$ cat src/rtl/rvmem_pkg.sv
// rvmem_pkg: shared FSM/owner types and default widths for the memory-port arbiter
package rvmem_pkg;
  localparam int RV_AW = 32;
  localparam int RV_DW = 32;
  typedef enum logic [1:0] {IDLE, ISSUE, WAIT, DONE} arb_state_t;
  typedef enum logic {OWN_IF, OWN_DM} owner_t;
endpackage

$ cat src/rtl/rvmem_arbiter_if.sv
// rvmem_arbiter_if: fetch, data-memory and unified-memory handshake bundle
interface rvmem_arbiter_if import rvmem_pkg::*; #(
  parameter int AW = RV_AW,
  parameter int DW = RV_DW
);
  logic            if_req;
  logic [AW-1:0]   if_addr;
  logic [DW-1:0]   if_rdata;
  logic            if_ack;
  logic            dm_req;
  logic            dm_we;
  logic [AW-1:0]   dm_addr;
  logic [DW-1:0]   dm_wdata;
  logic [DW/8-1:0] dm_be;
  logic [DW-1:0]   dm_rdata;
  logic            dm_ack;
  logic            mem_req;
  logic            mem_we;
  logic [AW-1:0]   mem_addr;
  logic [DW-1:0]   mem_wdata;
  logic [DW/8-1:0] mem_be;
  logic            mem_gnt;
  logic            mem_rvalid;
  logic [DW-1:0]   mem_rdata;
  logic            stall_if;
  logic            stall_dm;
  logic            stray_rvalid;
  modport master (
    input  if_req, if_addr, dm_req, dm_we, dm_addr, dm_wdata, dm_be,
           mem_gnt, mem_rvalid, mem_rdata,
    output if_rdata, if_ack, dm_rdata, dm_ack, mem_req, mem_we, mem_addr,
           mem_wdata, mem_be, stall_if, stall_dm, stray_rvalid
  );
  modport slave (
    output if_req, if_addr, dm_req, dm_we, dm_addr, dm_wdata, dm_be,
           mem_gnt, mem_rvalid, mem_rdata,
    input  if_rdata, if_ack, dm_rdata, dm_ack, mem_req, mem_we, mem_addr,
           mem_wdata, mem_be, stall_if, stall_dm, stray_rvalid
  );
endinterface

$ cat src/rtl/rvmem_streak_ctr.sv
// rvmem_streak_ctr: counts DM grants made while fetch waits; forces an IF grant at MAX
module rvmem_streak_ctr #(
  parameter int MAX = 4
) (
  input  logic clk,
  input  logic reset_n,
  input  logic i_if_req,
  input  logic i_dm_grant,
  input  logic i_if_grant,
  output logic o_force_if
);
  logic [2:0] r_streak;
  assign o_force_if = r_streak == 3'(MAX);
  always_ff @(posedge clk or negedge reset_n)
    if (!reset_n) r_streak <= '0;
    else if (i_if_grant | ~i_if_req) r_streak <= '0;
    else if (i_dm_grant & ~o_force_if) r_streak <= r_streak + 3'd1;
endmodule

$ cat src/rtl/rvmem_arbiter.sv
// rvmem_arbiter: one-outstanding arbiter of the unified memory port, DM over IF.
// Define RVMEM_ARB_STARVE_EN to bound consecutive DM grants while fetch waits.
module rvmem_arbiter import rvmem_pkg::*; #(
  parameter int AW = RV_AW,
  parameter int DW = RV_DW
`ifdef RVMEM_ARB_STARVE_EN
  , parameter int MAX_DSTREAK = 4
`endif
) (
  input logic            clk,
  input logic            reset_n,
  rvmem_arbiter_if.master bus
);
  arb_state_t      r_state;
  owner_t          r_owner;
  logic            r_mem_req, r_mem_we, r_if_ack, r_dm_ack;
  logic [AW-1:0]   r_mem_addr;
  logic [DW-1:0]   r_mem_wdata, r_if_rdata, r_dm_rdata;
  logic [DW/8-1:0] r_mem_be;
  logic            w_force_if, w_dm_pick, w_if_pick, w_idle, w_done;
  assign w_idle    = r_state == IDLE;
  assign w_dm_pick = bus.dm_req & ~(w_force_if & bus.if_req);
  assign w_if_pick = bus.if_req & ~w_dm_pick;
  assign w_done    = bus.mem_rvalid & (((r_state == ISSUE) & bus.mem_gnt) | (r_state == WAIT));
`ifdef RVMEM_ARB_STARVE_EN
  rvmem_streak_ctr #(.MAX(MAX_DSTREAK)) u_streak (
    .clk        (clk),
    .reset_n    (reset_n),
    .i_if_req   (bus.if_req),
    .i_dm_grant (w_idle & w_dm_pick),
    .i_if_grant (w_idle & w_if_pick),
    .o_force_if (w_force_if)
  );
`else
  assign w_force_if = 1'b0;
`endif
  // DONE never re-arbitrates: the acked requester still holds req that cycle
  always_ff @(posedge clk or negedge reset_n)
    if (!reset_n) begin
      r_state     <= IDLE;
      r_owner     <= OWN_IF;
      r_mem_req   <= 1'b0;
      r_mem_we    <= 1'b0;
      r_mem_addr  <= '0;
      r_mem_wdata <= '0;
      r_mem_be    <= '0;
      r_if_rdata  <= '0;
      r_dm_rdata  <= '0;
      r_if_ack    <= 1'b0;
      r_dm_ack    <= 1'b0;
    end else begin
      r_if_ack <= w_done & (r_owner == OWN_IF);
      r_dm_ack <= w_done & (r_owner == OWN_DM);
      if (w_done & (r_owner == OWN_IF)) r_if_rdata <= bus.mem_rdata;
      if (w_done & (r_owner == OWN_DM) & ~r_mem_we) r_dm_rdata <= bus.mem_rdata;
      case (r_state)
        IDLE: if (w_dm_pick | w_if_pick) begin
          r_state     <= ISSUE;
          r_mem_req   <= 1'b1;
          r_owner     <= w_dm_pick ? OWN_DM : OWN_IF;
          r_mem_we    <= w_dm_pick & bus.dm_we;
          r_mem_addr  <= w_dm_pick ? bus.dm_addr : bus.if_addr;
          r_mem_wdata <= w_dm_pick ? bus.dm_wdata : '0;
          r_mem_be    <= w_dm_pick ? bus.dm_be : '1;
        end
        ISSUE: if (bus.mem_gnt) begin
          r_mem_req <= 1'b0;
          r_state   <= w_done ? DONE : WAIT;
        end
        WAIT: if (w_done) r_state <= DONE;
        default: r_state <= IDLE;
      endcase
    end
  assign bus.mem_req      = r_mem_req;
  assign bus.mem_we       = r_mem_we;
  assign bus.mem_addr     = r_mem_addr;
  assign bus.mem_wdata    = r_mem_wdata;
  assign bus.mem_be       = r_mem_be;
  assign bus.if_rdata     = r_if_rdata;
  assign bus.dm_rdata     = r_dm_rdata;
  assign bus.if_ack       = r_if_ack;
  assign bus.dm_ack       = r_dm_ack;
  assign bus.stall_if     = bus.if_req & ~r_if_ack;
  assign bus.stall_dm     = bus.dm_req & ~r_dm_ack;
  assign bus.stray_rvalid = bus.mem_rvalid & (w_idle | ((r_state == ISSUE) & ~bus.mem_gnt));
endmodule

$ cat src/flat_wrapper.sv
// flat-port wrapper written by rule: the top's interface ports become plain ports
module rvmem_arbiter_flat import rvmem_pkg::*;
#(
  parameter int AW = RV_AW,
  parameter int DW = RV_DW

)
  (clk, reset_n, bus_if_req, bus_if_addr, bus_dm_req, bus_dm_we, bus_dm_addr, bus_dm_wdata, bus_dm_be, bus_mem_gnt, bus_mem_rvalid, bus_mem_rdata, bus_if_rdata, bus_if_ack, bus_dm_rdata, bus_dm_ack, bus_mem_req, bus_mem_we, bus_mem_addr, bus_mem_wdata, bus_mem_be, bus_stall_if, bus_stall_dm, bus_stray_rvalid);
  rvmem_arbiter_if #(.AW(AW), .DW(DW)) bus_i ();
  input logic clk;
  input logic reset_n;
  input wire logic [$bits(bus_i.if_req)-1:0] bus_if_req;
  input wire logic [$bits(bus_i.if_addr)-1:0] bus_if_addr;
  input wire logic [$bits(bus_i.dm_req)-1:0] bus_dm_req;
  input wire logic [$bits(bus_i.dm_we)-1:0] bus_dm_we;
  input wire logic [$bits(bus_i.dm_addr)-1:0] bus_dm_addr;
  input wire logic [$bits(bus_i.dm_wdata)-1:0] bus_dm_wdata;
  input wire logic [$bits(bus_i.dm_be)-1:0] bus_dm_be;
  input wire logic [$bits(bus_i.mem_gnt)-1:0] bus_mem_gnt;
  input wire logic [$bits(bus_i.mem_rvalid)-1:0] bus_mem_rvalid;
  input wire logic [$bits(bus_i.mem_rdata)-1:0] bus_mem_rdata;
  output wire logic [$bits(bus_i.if_rdata)-1:0] bus_if_rdata;
  output wire logic [$bits(bus_i.if_ack)-1:0] bus_if_ack;
  output wire logic [$bits(bus_i.dm_rdata)-1:0] bus_dm_rdata;
  output wire logic [$bits(bus_i.dm_ack)-1:0] bus_dm_ack;
  output wire logic [$bits(bus_i.mem_req)-1:0] bus_mem_req;
  output wire logic [$bits(bus_i.mem_we)-1:0] bus_mem_we;
  output wire logic [$bits(bus_i.mem_addr)-1:0] bus_mem_addr;
  output wire logic [$bits(bus_i.mem_wdata)-1:0] bus_mem_wdata;
  output wire logic [$bits(bus_i.mem_be)-1:0] bus_mem_be;
  output wire logic [$bits(bus_i.stall_if)-1:0] bus_stall_if;
  output wire logic [$bits(bus_i.stall_dm)-1:0] bus_stall_dm;
  output wire logic [$bits(bus_i.stray_rvalid)-1:0] bus_stray_rvalid;
  assign bus_i.if_req = bus_if_req;
  assign bus_i.if_addr = bus_if_addr;
  assign bus_i.dm_req = bus_dm_req;
  assign bus_i.dm_we = bus_dm_we;
  assign bus_i.dm_addr = bus_dm_addr;
  assign bus_i.dm_wdata = bus_dm_wdata;
  assign bus_i.dm_be = bus_dm_be;
  assign bus_i.mem_gnt = bus_mem_gnt;
  assign bus_i.mem_rvalid = bus_mem_rvalid;
  assign bus_i.mem_rdata = bus_mem_rdata;
  assign bus_if_rdata = bus_i.if_rdata;
  assign bus_if_ack = bus_i.if_ack;
  assign bus_dm_rdata = bus_i.dm_rdata;
  assign bus_dm_ack = bus_i.dm_ack;
  assign bus_mem_req = bus_i.mem_req;
  assign bus_mem_we = bus_i.mem_we;
  assign bus_mem_addr = bus_i.mem_addr;
  assign bus_mem_wdata = bus_i.mem_wdata;
  assign bus_mem_be = bus_i.mem_be;
  assign bus_stall_if = bus_i.stall_if;
  assign bus_stall_dm = bus_i.stall_dm;
  assign bus_stray_rvalid = bus_i.stray_rvalid;
  rvmem_arbiter #(.AW(AW), .DW(DW)) u_core (.clk(clk), .reset_n(reset_n), .bus(bus_i));
endmodule
$ cat config.mk
export PLATFORM = sky130hd
export DESIGN_NAME = rvmem_arbiter_flat
export DESIGN_NICKNAME = d
export VERILOG_FILES = /design/src/rtl/rvmem_pkg.sv /design/src/rtl/rvmem_arbiter_if.sv /design/src/rtl/rvmem_streak_ctr.sv /design/src/rtl/rvmem_arbiter.sv /design/src/flat_wrapper.sv
export SDC_FILE = /design/constraint.sdc
export NUM_CORES = 1
export LEC_CHECK = 0
export ABC_AREA = 1
export CAP_MARGIN = 20
export CORE_MARGIN = 5
export CORE_UTILIZATION = 30
export CTS_CLUSTER_SIZE = 16
export DETAILED_ROUTE_END_ITERATION = 16
export HOLD_SLACK_MARGIN = 0.03
export PLACE_DENSITY_LB_ADDON = 0.12
export SYNTH_ARGS = -nofsm -noshare
export SYNTH_HDL_FRONTEND = slang
export SYNTH_SLANG_ARGS = --single-unit
$ cat constraint.sdc
create_clock -name clk -period 1.7 [get_ports clk]
set_clock_uncertainty 0.1 [all_clocks]
set_input_delay 0.34 -clock clk [delete_from_list [all_inputs] [get_ports clk]]
set_output_delay 0.34 -clock clk [all_outputs]
set_load 0.01 [all_outputs]
==> results of run 1 <==
==> how the worst min path moves through the flow <==
| stage | from | end | slack, ps | depth (start not counted) |
|---|---|---|---|---|
| after detailed placement | reset_n | u_core.bus.mem_wdata[12] | 60 | 1 |
| final | reset_n | u_core.bus.mem_wdata[3] | 210 | 2 |
| after global placement | reset_n | u_core.bus.mem_wdata[10] | 60 | 1 |
| after floorplan | reset_n | u_core.bus.dm_ack | -60 | 0 |
| after global routing | reset_n | u_core.bus.mem_wdata[12] | 210 | 2 |
| after CTS | reset_n | u_core.bus.mem_wdata[12] | 190 | 2 |
==> cells in the mapped netlist, drive strengths merged <==
library cell and number:
a21oi 2, a22o 32, a31oi 32, buf 22, clkbuf 17, clkinv 1
dfrtp 139, ha 4, inv 13, nand2 239, nand3 3, nand4 32
nor2 39, o211ai 1, o21ai 4, o22a 4, or2 1
==> layout make-up <==
| type | instances | area, sq um |
|---|---|---|
| clock buffers | 23 | 488 |
| multi-input cells | 393 | 2170 |
| well taps | 234 | 293 |
| flip-flops and latches | 139 | 3480 |
| fillers | 1688 | 8480 |
| clock inverters | 9 | 113 |
| repair buffers | 334 | 3430 |
| inverters | 14 | 60.1 |
==> layer usage <==
layer / wire, um / vias to the layer above / track usage (%)
met5: 0 / - / 0
met4: 497 / 0 / 6.82
met3: 1430 / 30 / 5.43
met2: 10300 / 197 / 30.7
met1: 8380 / 2657 / 22.8
li1: - / 2578 / -
==> timing repair <==
action,CTS,global route
resized for setup,183,82
cloned,6,6
endpoints found under the setup margin,208,99
hold buffers,1,0
buffers inserted,12,5
pin swaps,12,23
endpoints found under the hold margin,139,0
==> flip-flops by register name (all words and copies together) (netlist names) <==
| register | cells |
|---|---|
| u_core.bus.dm_ack | 1 |
| u_core.bus.dm_rdata | 32 |
| u_core.bus.if_ack | 1 |
| u_core.bus.if_rdata | 32 |
| u_core.bus.mem_addr | 32 |
| u_core.bus.mem_be | 4 |
| u_core.bus.mem_req | 1 |
| u_core.bus.mem_wdata | 32 |
| u_core.bus.mem_we | 1 |
| u_core.r_owner | 1 |
| u_core.r_state | 2 |
==> power by group <==
part	internal, mW	total, mW	switching [mW]
registers	4.81	5.68	0.864
logic	3.97	8.03	4.06
clock network	2.32	3.72	1.40
total	11.1	17.4	6.32
==> through the flow <==
step | area [sq um] | utilization, %
after floorplan | 5590 | -
after global placement | 8850 | 47.8
after detailed placement | 8850 | 47.8
after CTS | 9720 | 52.5
after global routing | 10000 | 54.2
final | 10000 | 54.2
==> kinds of logic after synthesis <==
family / after synthesis / share of synthesized area [%]
fa+ha+maj: 4 / 0.895
flops: 139 / 62.2
buf+inv: 53 / 4.14
compound gates: 75 / 10.1
simple gates: 314 / 22.7
==> flow_summary_export.csv, run 1 <==
group,metric,value,unit
place,gp_congestion,0.800,
layout,nets,1042,
clock_network,cts_sinks,139,
yosys,syn_avg_cell_area,9.56,sq um
drt,firstDrtPassIters,5,
yosys,synth_top_area_share,62.2,%
critical_path,critPathSlowestCell,"dfrtp_2",
sta,hold_viol_final,0,
critical_path,reg2reg_from,"u_core.r_state[0]",
sta,rsz0062_at_grt,"true",
floorplanning,core,0.0185,sq mm
place,dp_hpwl,14.3,mm
drt,dr.first_iter.drc_count,202,
yosys,synth_area,0.00559,sq mm
clock_network,cts_tree,"yes",
yosys,synth-seq-cells,139,
sta,timing.final.max_slew_violations,0,
critical_path,cp-end-kind,"flip-flop",
run_status,violations,"setup timing",
layout,layout_commonest_cell,"nand2_1",
sta,setup_tns,-8010,ps
drt,dr_total_vias,5462,
sta,setup_violations,66,
place,dp_worst_setup_slack,-439,ps
critical_path,slowest_delay,440,ps
yosys,ys_top_cells_by_area,"dfrtp_1, nand2_1, a22o_1, a31oi_1, nand4_1",
critical_path,crit_top_cell,"nand2_1",
sta,maxSlewHeadroom,71.5,%
drt,drc,0,
place,placedCellCount,1092,
yosys,yosysSeqAreaShare,62.2,%
yosys,yosys_warnings,0,
min_path,hold_path.class,"input pin to asynchronous set/reset pin",
grt,grt-ovfl-total,0,
grt,grt_max_degree,58,
run_status,outcome,"finished, violations left",
yosys,yosysUniqueCellTypes,24,
clock_network,clockRootBuffer,"clkbuf_16",
floorplanning,die_w,147,um
critical_path,endpoint,"u_core.bus.dm_rdata[18]",
place,portBuffers,277,
critical_path,critPathRequiredTime,1890,ps
sta,finalCriticalPeriod,1880,ps
critical_path,crit_cells,10,
critical_path,critPathKind,"flip-flop to flip-flop",
power,p_per_area,1740,mW/mm^2
floorplanning,die_height,147,um
drt,viasPerCell,4.77,
critical_path,cp.arrival,2070,ps
sta,hold-worst-slack,209,ps
power,totalPowerFinal,17.4,mW
clock_network,numCtsBuffers,17,
layout,final_cell_mix,"nand2_1, dfrtp_1, dlygate4sd2_1",
drt,wl_per_cell,18.0,um
sta,setup_ws,-184,ps
sta,worstMarginPinSlew,428,ps
clock_network,htree_levels,4,
grt,grt_pass1_vias,5661,
layout,final_layout_size_suffix_gt1_share,17.5,%
grt,antenna_found_initial,0,
layout,synthToLayoutAreaGrowth,79.4,%
floorplanning,ios,278,
layout,diodes,0,
clock_network,cts_buffer_depth,2,
yosys,synth.largest_area_cell,"dfrtp_1",
floorplanning,dieArea,0.0215,sq mm
drt,antenna_left,0,
critical_path,cp_cell_sequence,"inv_2, buf_6, ha_4, inv_4, a21oi_4, nand3_4, buf_12, buf_16, nand2_1, nand2_1",
clock_network,clk_pin_slew,60,ps
sta,fmax,531,MHz
critical_path,cp-start-kind,"flip-flop",
floorplanning,rows,50,
layout,final_cells,1146,
critical_path,r2r_slack,-180,ps
floorplanning,start_util,30.2,%
power,peakVddDrop,709,uV
grt,track_usage,18.4,%
critical_path,path_delay_family,"buffers and inverters",
sta,final.period_utilization,111,%
yosys,synth_nets,728,
clock_network,clk-insertion-delay-late,400,ps
grt,grt_pass1_wl,31.4,mm
critical_path,critPathMaxFanout,8,
critical_path,crit_buf_inv,5,
drt,wl,20.6,mm
critical_path,startpoint,"u_core.r_state[0]",
yosys,syn_inst,585,
critical_path,r2r_cells,10,
power,cellLeakagePower,4.98,nW
critical_path,rr_endpoint,"u_core.bus.dm_rdata[18]",
flow_run,max-cap-violations,0,
Power figures use the tool's default switching activity.
==> run 2: changes to the inputs <==
CTS_BUF_LIST = sky130_fd_sc_hd__clkbuf_4 sky130_fd_sc_hd__clkbuf_8   (was default)
==> run 2 against run 1 <==
Compared with the run above:
- the flow still finishes with violations (setup timing)
- sequential cell count unchanged
- clock power decreased by 25%
- via count is 1.5% higher
- sequential power about the same
- setup slack worse by 30 ps
- worst hold slack lost 30 ps
- critical endpoint is now u_core.bus.dm_rdata[16]
- largest cell class is now non-clock buffers
==> flow_summary_export.csv, run 2 (same netlist as run 1, synthesis figures left out) <==
group,metric,value,unit
run_status,outcome,"finished, violations left",
run_status,violations,"setup timing",
sta,finalCriticalPeriod,1910,ps
critical_path,critPathMaxFanout,8,
sta,setup_violations,67,
layout,final_cells,1150,
floorplanning,rows,50,
clock_network,htree_levels,4,
place,dp_hpwl,14.3,mm
clock_network,clockRootBuffer,"clkbuf_8",
power,peakVddDrop,670,uV
critical_path,cp.arrival,2140,ps
min_path,hold_path.class,"input pin to asynchronous set/reset pin",
flow_run,max-cap-violations,0,
drt,antenna_left,0,
grt,grt_pass1_wl,31.6,mm
place,portBuffers,277,
critical_path,crit_buf_inv,5,
critical_path,slowest_delay,450,ps
layout,synthToLayoutAreaGrowth,79.8,%
place,place_area,0.00885,sq mm
clock_network,cts_buffer_depth,2,
drt,firstDrtPassIters,7,
sta,maxSlewHeadroom,71.7,%
grt,grt_pass1_vias,5729,
floorplanning,die_w,147,um
sta,final.period_utilization,113,%
sta,timing.final.max_slew_violations,0,
sta,worstMarginPinSlew,425,ps
place,gp_congestion,0.800,
clock_network,numCtsBuffers,17,
critical_path,path_delay_family,"buffers and inverters",
floorplanning,core,0.0185,sq mm
sta,setup_ws,-214,ps
clock_network,cts_tree,"yes",
floorplanning,die_height,147,um
power,p_per_area,1670,mW/mm^2
layout,nets,1046,
layout,fill_cells,1696,
drt,viasPerCell,4.82,
grt,track_usage,18.6,%
layout,diodes,0,
sta,hold_viol_final,0,
grt,grt-ovfl-total,0,
sta,rsz0062_at_grt,"true",
grt,antenna_found_initial,0,
critical_path,cp_cell_sequence,"inv_2, buf_6, ha_4, inv_2, a21oi_4, buf_12, nand3_4, clkbuf_16, nand2_2, nand2_1",
drt,wl,21.0,mm
drt,drc,0,
floorplanning,ios,278,
sta,fmax,522,MHz
critical_path,critPathSlowestCell,"dfrtp_2",
critical_path,critPathKind,"flip-flop to flip-flop",
sta,hold-worst-slack,179,ps
layout,register_area,0.00348,sq mm
layout,layout_commonest_cell,"nand2_1",
critical_path,critPathRequiredTime,1920,ps
floorplanning,start_util,30.2,%
critical_path,crit_top_cell,"inv_2",
grt,grt_max_degree,58,
clock_network,clk-insertion-delay-late,430,ps
layout,final_layout_size_suffix_gt1_share,21.0,%
drt,dr_total_vias,5543,
layout,final_cell_mix,"nand2_1, dfrtp_1, dlygate4sd2_1",
place,placedCellCount,1092,
drt,dr.first_iter.drc_count,207,
clock_network,clk_pin_slew,80,ps
power,cellLeakagePower,5.00,nW
clock_network,cts_sinks,139,
drt,wl_per_cell,18.3,um
layout,final_area,0.0101,sq mm
critical_path,cp-start-kind,"flip-flop",
layout,multi_input_area,0.00225,sq mm
place,dp_worst_setup_slack,-439,ps
critical_path,cp-end-kind,"flip-flop",
floorplanning,dieArea,0.0215,sq mm
sta,setup_tns,-9400,ps
run 2: area by class of cell:
cell class / count / area share (%)
timing repair buffer: 338 / 35.3
sequential: 139 / 34.6
multi-input combinational: 393 / 22.3
clock buffer: 23 / 3.02
tap: 234 / 2.91
clock inverter: 9 / 1.12
inverter: 14 / 0.647
run 2: repair_timing:
item                                   in CTS  in global routing
hold buffers                                1                  0
buffers inserted                           11                  2
cloned                                      8                  7
pin swaps                                  11                 32
resized for setup                         191                108
endpoints found under the hold margin     139                  0
setup endpoints to repair                 211                106
run 2: final timing paths:
path / startpoint / to / slack [ps] / cells after the start
setup / recovery: u_core.r_state[0] / u_core.bus.dm_rdata[16] / -210 / 10
hold / removal: reset_n / u_core.bus.mem_wdata[12] / 180 / 2
setup reg to reg: u_core.r_state[0] / u_core.bus.dm_rdata[16] / -210 / 10
hold reg to reg: u_core.bus.dm_rdata[8] / u_core.bus.dm_rdata[8] / 370 / 2
max in group asynchronous: reset_n / u_core.bus.mem_addr[25] / 680 / 3
min in group clk: bus_dm_req / u_core.bus.mem_addr[24] / 340 / 4
run 2: layer usage:
layer / routed length, um / vias to the layer above / GRT usage [%]
met4: 471 / 0 / 6.26
met2: 10500 / 217 / 31.3
met5: 0 / - / 0
li1: - / 2588 / -
met3: 1540 / 31 / 5.90
met1: 8560 / 2707 / 22.7
run 2: stage by stage:
stage / utilization [%] / power (mW)
detailed placement: 47.8 / 13.6
floorplan: - / 8.86
global placement: 47.8 / 13.4
CTS: 51.5 / 16.2
finish: 54.3 / 16.8
global route: 54.3 / 17.9
run 2: power breakdown:
part	internal [mW]	total [mW]	switching [mW]
Clock	1.50	2.79	1.29
Combinational	4.17	8.36	4.19
Sequential	4.80	5.68	0.874
